File: config.mk
export PLATFORM = sky130hd
export DESIGN_NAME = bp_be_fma_sched
export DESIGN_NICKNAME = d
export VERILOG_FILES = /design/src/rtl/bp_be_fma_sched.sv
export SDC_FILE = /design/constraint.sdc
export NUM_CORES = 1
export LEC_CHECK = 0
export BUFFER_PORTS_ARGS = -buffer_cell sky130_fd_sc_hd__buf_4
export CAP_MARGIN = 20
export CELL_PAD_IN_SITES_DETAIL_PLACEMENT = 1
export CELL_PAD_IN_SITES_GLOBAL_PLACEMENT = 1
export CORE_AREA = 4 4 41 43
export CTS_BUF_LIST = sky130_fd_sc_hd__clkbuf_4 sky130_fd_sc_hd__clkbuf_8
export DETAILED_ROUTE_END_ITERATION = 6
export DIE_AREA = 0 0 45 47
export HOLD_SLACK_MARGIN = 0.06
export PLACE_DENSITY = 0.73
export SYNTH_ARGS = -nofsm -noshare
export SYNTH_HDL_FRONTEND = slang
export SYNTH_SLANG_ARGS = --single-unit
File: constraint.sdc
create_clock -name clk_i -period 1.7 [get_ports clk_i]
set_clock_uncertainty 0.2 [all_clocks]
set_input_delay 0.255 -clock clk_i [delete_from_list [all_inputs] [get_ports clk_i]]
set_output_delay 0.255 -clock clk_i [all_outputs]
set_load 0.005 [all_outputs]
File: src/rtl/bp_be_fma_sched.sv
// Issue scheduler for the shared FMA pipe: arbitrates imul and fma-class ops
// and reserves writeback slots so the single result port never collides.
module bp_be_fma_sched #(
    parameter int imul_latency_p = 4,
    parameter int fma_latency_p  = 5
) (
    input  logic clk_i,
    input  logic reset_n_i,
    input  logic imul_v_i,
    output logic imul_ready_o,
    input  logic fma_v_i,
    output logic fma_ready_o,
    input  logic fence_i,
    input  logic flush_i,
    output logic issue_v_o,
    output logic issue_sel_o,
    output logic wb_v_o,
    output logic wb_sel_o,
    output logic idle_o
);

    localparam logic [3:0] ImulChk = 4'(imul_latency_p);
    localparam logic [3:0] FmaChk  = 4'(fma_latency_p);
    localparam logic [3:0] ImulSet = 4'(imul_latency_p - 1);
    localparam logic [3:0] FmaSet  = 4'(fma_latency_p - 1);

    logic [8:0] occ_r, tag_r;
    logic [8:0] occ_n, tag_n;
    logic       prio_r;

    logic can_grant;
    logic imul_elig, fma_elig;
    logic imul_gnt, fma_gnt;

    // Reset is folded in so no grant leaks out while reset_n_i is low.
    assign can_grant = reset_n_i & ~fence_i & ~flush_i;

    // Slot L is the one that lands on L-1 after this edge's shift.
    assign imul_elig = imul_v_i & can_grant & ~occ_r[ImulChk];
    assign fma_elig  = fma_v_i & can_grant & ~occ_r[FmaChk];

    assign imul_gnt = imul_elig & (~fma_elig | ~prio_r);
    assign fma_gnt  = fma_elig & (~imul_elig | prio_r);

    assign imul_ready_o = imul_gnt;
    assign fma_ready_o  = fma_gnt;
    assign issue_v_o    = imul_gnt | fma_gnt;
    assign issue_sel_o  = fma_gnt;

    assign wb_v_o   = occ_r[0] & ~flush_i;
    assign wb_sel_o = tag_r[0];
    assign idle_o   = ~|occ_r & ~issue_v_o;

    always_comb begin
        occ_n = {1'b0, occ_r[8:1]};
        tag_n = {1'b0, tag_r[8:1]};
        if (imul_gnt) begin
            occ_n[ImulSet] = 1'b1;
            tag_n[ImulSet] = 1'b0;
        end
        if (fma_gnt) begin
            occ_n[FmaSet] = 1'b1;
            tag_n[FmaSet] = 1'b1;
        end
        if (flush_i) begin
            occ_n = '0;
            tag_n = '0;
        end
    end

    always_ff @(posedge clk_i or negedge reset_n_i) begin
        if (!reset_n_i) begin
            occ_r  <= '0;
            tag_r  <= '0;
            prio_r <= 1'b0;
        end else begin
            occ_r <= occ_n;
            tag_r <= tag_n;
            // Hand priority to the other side only when both were competing.
            if (issue_v_o && imul_v_i && fma_v_i)
                prio_r <= ~prio_r;
        end
    end

endmodule

# Word level (Yosys, flattened, before mapping)
# Index checks and enable logic that the tools add are counted.
[op_classes] bitwise=21 magnitude_cmp=0 muxes=6 reduce_logical=4 div=0 shift=0 multipliers=0 addsub=0 n_eq_ne=0
[ops] cell="$mux 8" count=2
[ops] cell="$and 1x1->1" count=10
[ops] cell="$reduce_or 9->1" count=1
[ops] cell="$not 1->1" count=8
[ops] cell="$mux 1" count=4
[ops] cell="$or 1x1->1" count=3
[ops] cell="$logic_and 1x1->1" count=2
[ops] cell="$logic_not 1->1" count=1
[totals] n_memories=0 latchBits=0 output_inout_bits=7 romBits=0 inputBits=6 ramBits=0 ff_bits=19

# Longest topological paths before layout
[depth] depth_word=11 ltp_mapped=4

# Worst setup path before layout
# OpenSTA, ideal clock, no wires.
[synth_path] kind="register to output" from="reg occ_r[4]" to="out idle_o" arrival_time_ns=1.005 slack_ns=0.240 stages_incl_launch_ff=3 required_ns=1.245 cell_sequence="dfrtp_1 > or4_4 > nor3_2"
[synth_between] elab_chain_cells=8 elab_cells_between_ends=11 classes_between="9 x bitwise; 2 x reduce/logical"
[synth_lines] element="start: declaration" line_no="27" source="logic [8:0] occ_r, tag_r;"
[synth_lines] element="start signal: assignment" line_no="77" source="occ_r <= occ_n;"
[synth_lines] element="$not 1->1" line_no="39" source="assign imul_elig = imul_v_i & can_grant & ~occ_r[ImulChk];"
[synth_lines] element="$and 1x1->1" line_no="39"
[synth_lines] element="$not 1->1" line_no="43" source="assign fma_gnt = fma_elig & (~imul_elig | prio_r);"
[synth_lines] element="$or 1x1->1" line_no="43"
[synth_lines] element="$and 1x1->1" line_no="43"
[synth_lines] element="$or 1x1->1" line_no="47" source="assign issue_v_o = imul_gnt | fma_gnt;"
[synth_lines] element="$not 1->1" line_no="52" source="assign idle_o = ~|occ_r & ~issue_v_o;"
[synth_lines] element="$and 1x1->1 (*)" line_no="52"
[synth_lines] element="end: declaration" line_no="19" source="output logic idle_o"
# Mark *: on every way between the ends. The rest lies on a longest branch, timed or not.

# Final worst setup path
# Ends and elaborated chain as after synthesis.

==> impl_metrics.env <==
export IMPL_synth_cells=33
export IMPL_rsz0062_at_grt="true"
export IMPL_area_growth_pct=42.9
export IMPL_cts_sinks=10
export IMPL_track_usage=0.0975
export IMPL_seqPwrFrac=0.529
export IMPL_clkPwrFrac=0.292
export IMPL_grt_first_pass_wirelength_mm=1.39
export IMPL_io_pins=13
export IMPL_synth_warning_count=0
export IMPL_fin_crit_sh=1.11
export IMPL_worst_pin_slew_ns=0.251
export IMPL_critPathCaptureType="output port"
export IMPL_max_vdd_ir_drop_mv=0.417
export IMPL_p_int_mw=0.384
export IMPL_cp_max_fo=3
export IMPL_drv_slew=0
export IMPL_synth_seq_cells=10
export IMPL_status="finished, violations left"
export IMPL_hold_viol_final=0
export IMPL_io_buffer_count=12
export IMPL_drt_iter0_markers=1
export IMPL_r2r_start="occ_r[4]"
export IMPL_grt_overflow_total=0
export IMPL_ant_nets=0
export IMPL_clock_path_buffers=2
export IMPL_path_clk_slew_ns=0.06
export IMPL_die_h_um=47
export IMPL_ys_types=17
export IMPL_endpoint="idle_o"
export IMPL_drive_gt1_frac=0.471
export IMPL_p_sw_frac=0.244
export IMPL_fmax_ghz=0.531
export IMPL_num_vias=299
export IMPL_fp_row_count=13
export IMPL_instances_no_fill=66
export IMPL_drt_vias_per_instance=4.53
export IMPL_synth_net_count=39
export IMPL_combPwrFrac=0.179
export IMPL_dpl_cell_count=60
export IMPL_drc_errors=0
export IMPL_drt_pass1_iterations=2
export IMPL_crit_arrival_ns=1.43
export IMPL_drt_total_wl_um=949
export IMPL_initial_core_util=0.320
export IMPL_yosysTopAreaCell="dfrtp_1"
export IMPL_yosysSeqAreaShare=0.601
export IMPL_cts_root_buf="clkbuf_4"
export IMPL_htree_levels=1
export IMPL_cp_data_required_time_ns=1.24
export IMPL_nNetsFinal=59
export IMPL_yosysTopAreaCellShare=0.601
export IMPL_power_density_nw_per_um2=853
export IMPL_regToRegSetupSlack_ns=0.43
export IMPL_final_util=0.458
export IMPL_pre_cts_ws_ns=0.0796
export IMPL_worstSetupPathType="reg2out"
export IMPL_p_leak_nw=0.316
export IMPL_startpoint_type="flop"
export IMPL_fin_ws_ns=-0.182
export IMPL_holdCritPathClass="in2reg"
export IMPL_slew_headroom=0.832
export IMPL_reg2reg_depth=3
export IMPL_layout_commonest_cell="buf_4"
export IMPL_grt_pass1_vias=313
export IMPL_grt_max_degree=11
export IMPL_ys_top_cells_by_area="dfrtp_1 60%, and2b_1 11%, nor3b_2 3.0%"
export IMPL_cts_buffers=3
export IMPL_failed_checks="setup timing"
export IMPL_gp_congestion=0.678
export IMPL_coreArea_um2=1300
export IMPL_avgSynthCellArea_um2=12.6
export IMPL_n_fill_cell=145
export IMPL_antenna_found_initial=0
export IMPL_cts_tree="yes"
export IMPL_min_period_ns=1.88
export IMPL_p_sw_mw=0.124
export IMPL_netlist_area_um2=417
export IMPL_die_w_um=45
export IMPL_layout_common_cells="13 x buf_4, 10 x dfrtp_1, 6 x and2b_1"
export IMPL_antennaDiodeCount=0
export IMPL_die_area_um2=2120
export IMPL_finalSetupViolations=3
export IMPL_clk_insertion_delay_late_ns=0.25
export IMPL_wl_per_cell_um=14.4
export IMPL_critPathLaunch="occ_r[4]"
export IMPL_maxCapViolCount=0
export IMPL_r2r_end="occ_r[3]"
==> sequential cells by signal (all words and copies together) (netlist names) <==
| signal | flops |
|---|---|
| occ_r | 5 |
| tag_r | 4 |
| prio_r | 1 |
==> what timing repair did <==
| action | 4_1_cts | 5_1_grt |
|---|---|---|
| endpoints found under the setup margin | 1 | 3 |
| gates resized for setup | 0 | 4 |
| cloned | 0 | 0 |
| hold endpoints to repair | 12 | 0 |
| hold buffers | 2 | 0 |
| setup buffers | 0 | 1 |
==> per-layer routing <==
layer  vias to the layer above  track usage  wire length [um]
li1                        147            -                 -
met1                       139        0.115               363
met2                        11        0.155               519
met3                         2       0.0345                58
met4                         0       0.0526                 8
met5                         -            0                 0
==> stage by stage <==
step / hold WS (ns) / instance area [um2] / total power [mW] / TNS (ns)
3_5_place_dp: -0.00742 / 526 / 0.347 / 0
5_1_grt: 0.110 / 596 / 0.543 / -0.465
3_3_place_gp: -0.00825 / 526 / 0.344 / 0
4_1_cts: 0.0791 / 568 / 0.502 / -0.196
6_report: 0.101 / 596 / 0.508 / -0.224
2_1_floorplan: -0.241 / 417 / 0.309 / 0
==> synthesized netlist by cell type <==
| cell type | instances |
|---|---|
| buf_4 | 1 |
| and2b_1 | 6 |
| or4_4 | 1 |
| nor3_2 | 1 |
| and2b_4 | 1 |
| nor3b_2 | 1 |
| xnor2_1 | 1 |
| nor2b_1 | 1 |
| o21a_1 | 1 |
| nand3_1 | 1 |
| nor2b_2 | 1 |
| a21oi_1 | 2 |
| inv_1 | 1 |
| nand2_1 | 2 |
| dfrtp_1 | 10 |
| and3_1 | 1 |
| or2_1 | 1 |
==> how the worst min path moves through the flow <==
stage,slack (ns),from,end,cells after the start
2_1_floorplan,-0.24,reset_n_i,occ_r[0],0
3_3_place_gp,-0.008,reset_n_i,occ_r[1],2
3_5_place_dp,-0.007,reset_n_i,occ_r[1],2
4_1_cts,0.08,fma_v_i,occ_r[4],3
5_1_grt,0.11,fma_v_i,prio_r,3
6_report,0.10,fma_v_i,prio_r,3
==> final cells by class <==
class	count	area (um2)	area share
sequential	10	250	0.420
multi-input combinational	21	171	0.288
timing repair buffer	16	129	0.216
clock buffer	3	22.5	0.0378
tap	15	18.8	0.0315
inverter	1	3.75	0.00630
==> power groups by stage <==
stage	sequential, mW	clock, mW	combinational, mW
4_1_cts	0.269	0.156	0.0769
3_5_place_dp	0.274	0	0.0731
6_report	0.269	0.148	0.0910
5_1_grt	0.272	0.170	0.101
3_3_place_gp	0.273	0	0.0713
2_1_floorplan	0.269	0	0.0398
==> worst max-delay path, stage by stage (launching register included) <==
cell	delay [ns]
dfrtp_1	0.40
or4_4	0.54
nor3_2	0.11
buf_4	0.13
==> cell families (layout without fill, tap and decap cells) <==
| group | count (synthesis) | in the layout | synth area share |
|---|---|---|---|
| flip-flops | 10 | 10 | 0.601 |
| buffers and inverters | 2 | 20 | 0.0270 |
| XOR/XNOR | 1 | 1 | 0.0210 |
| AND/OR/NAND/NOR | 17 | 17 | 0.309 |
| AO/OA/AOI/OAI | 3 | 3 | 0.0420 |
Note: power is estimated with default switching activity, not from simulation.
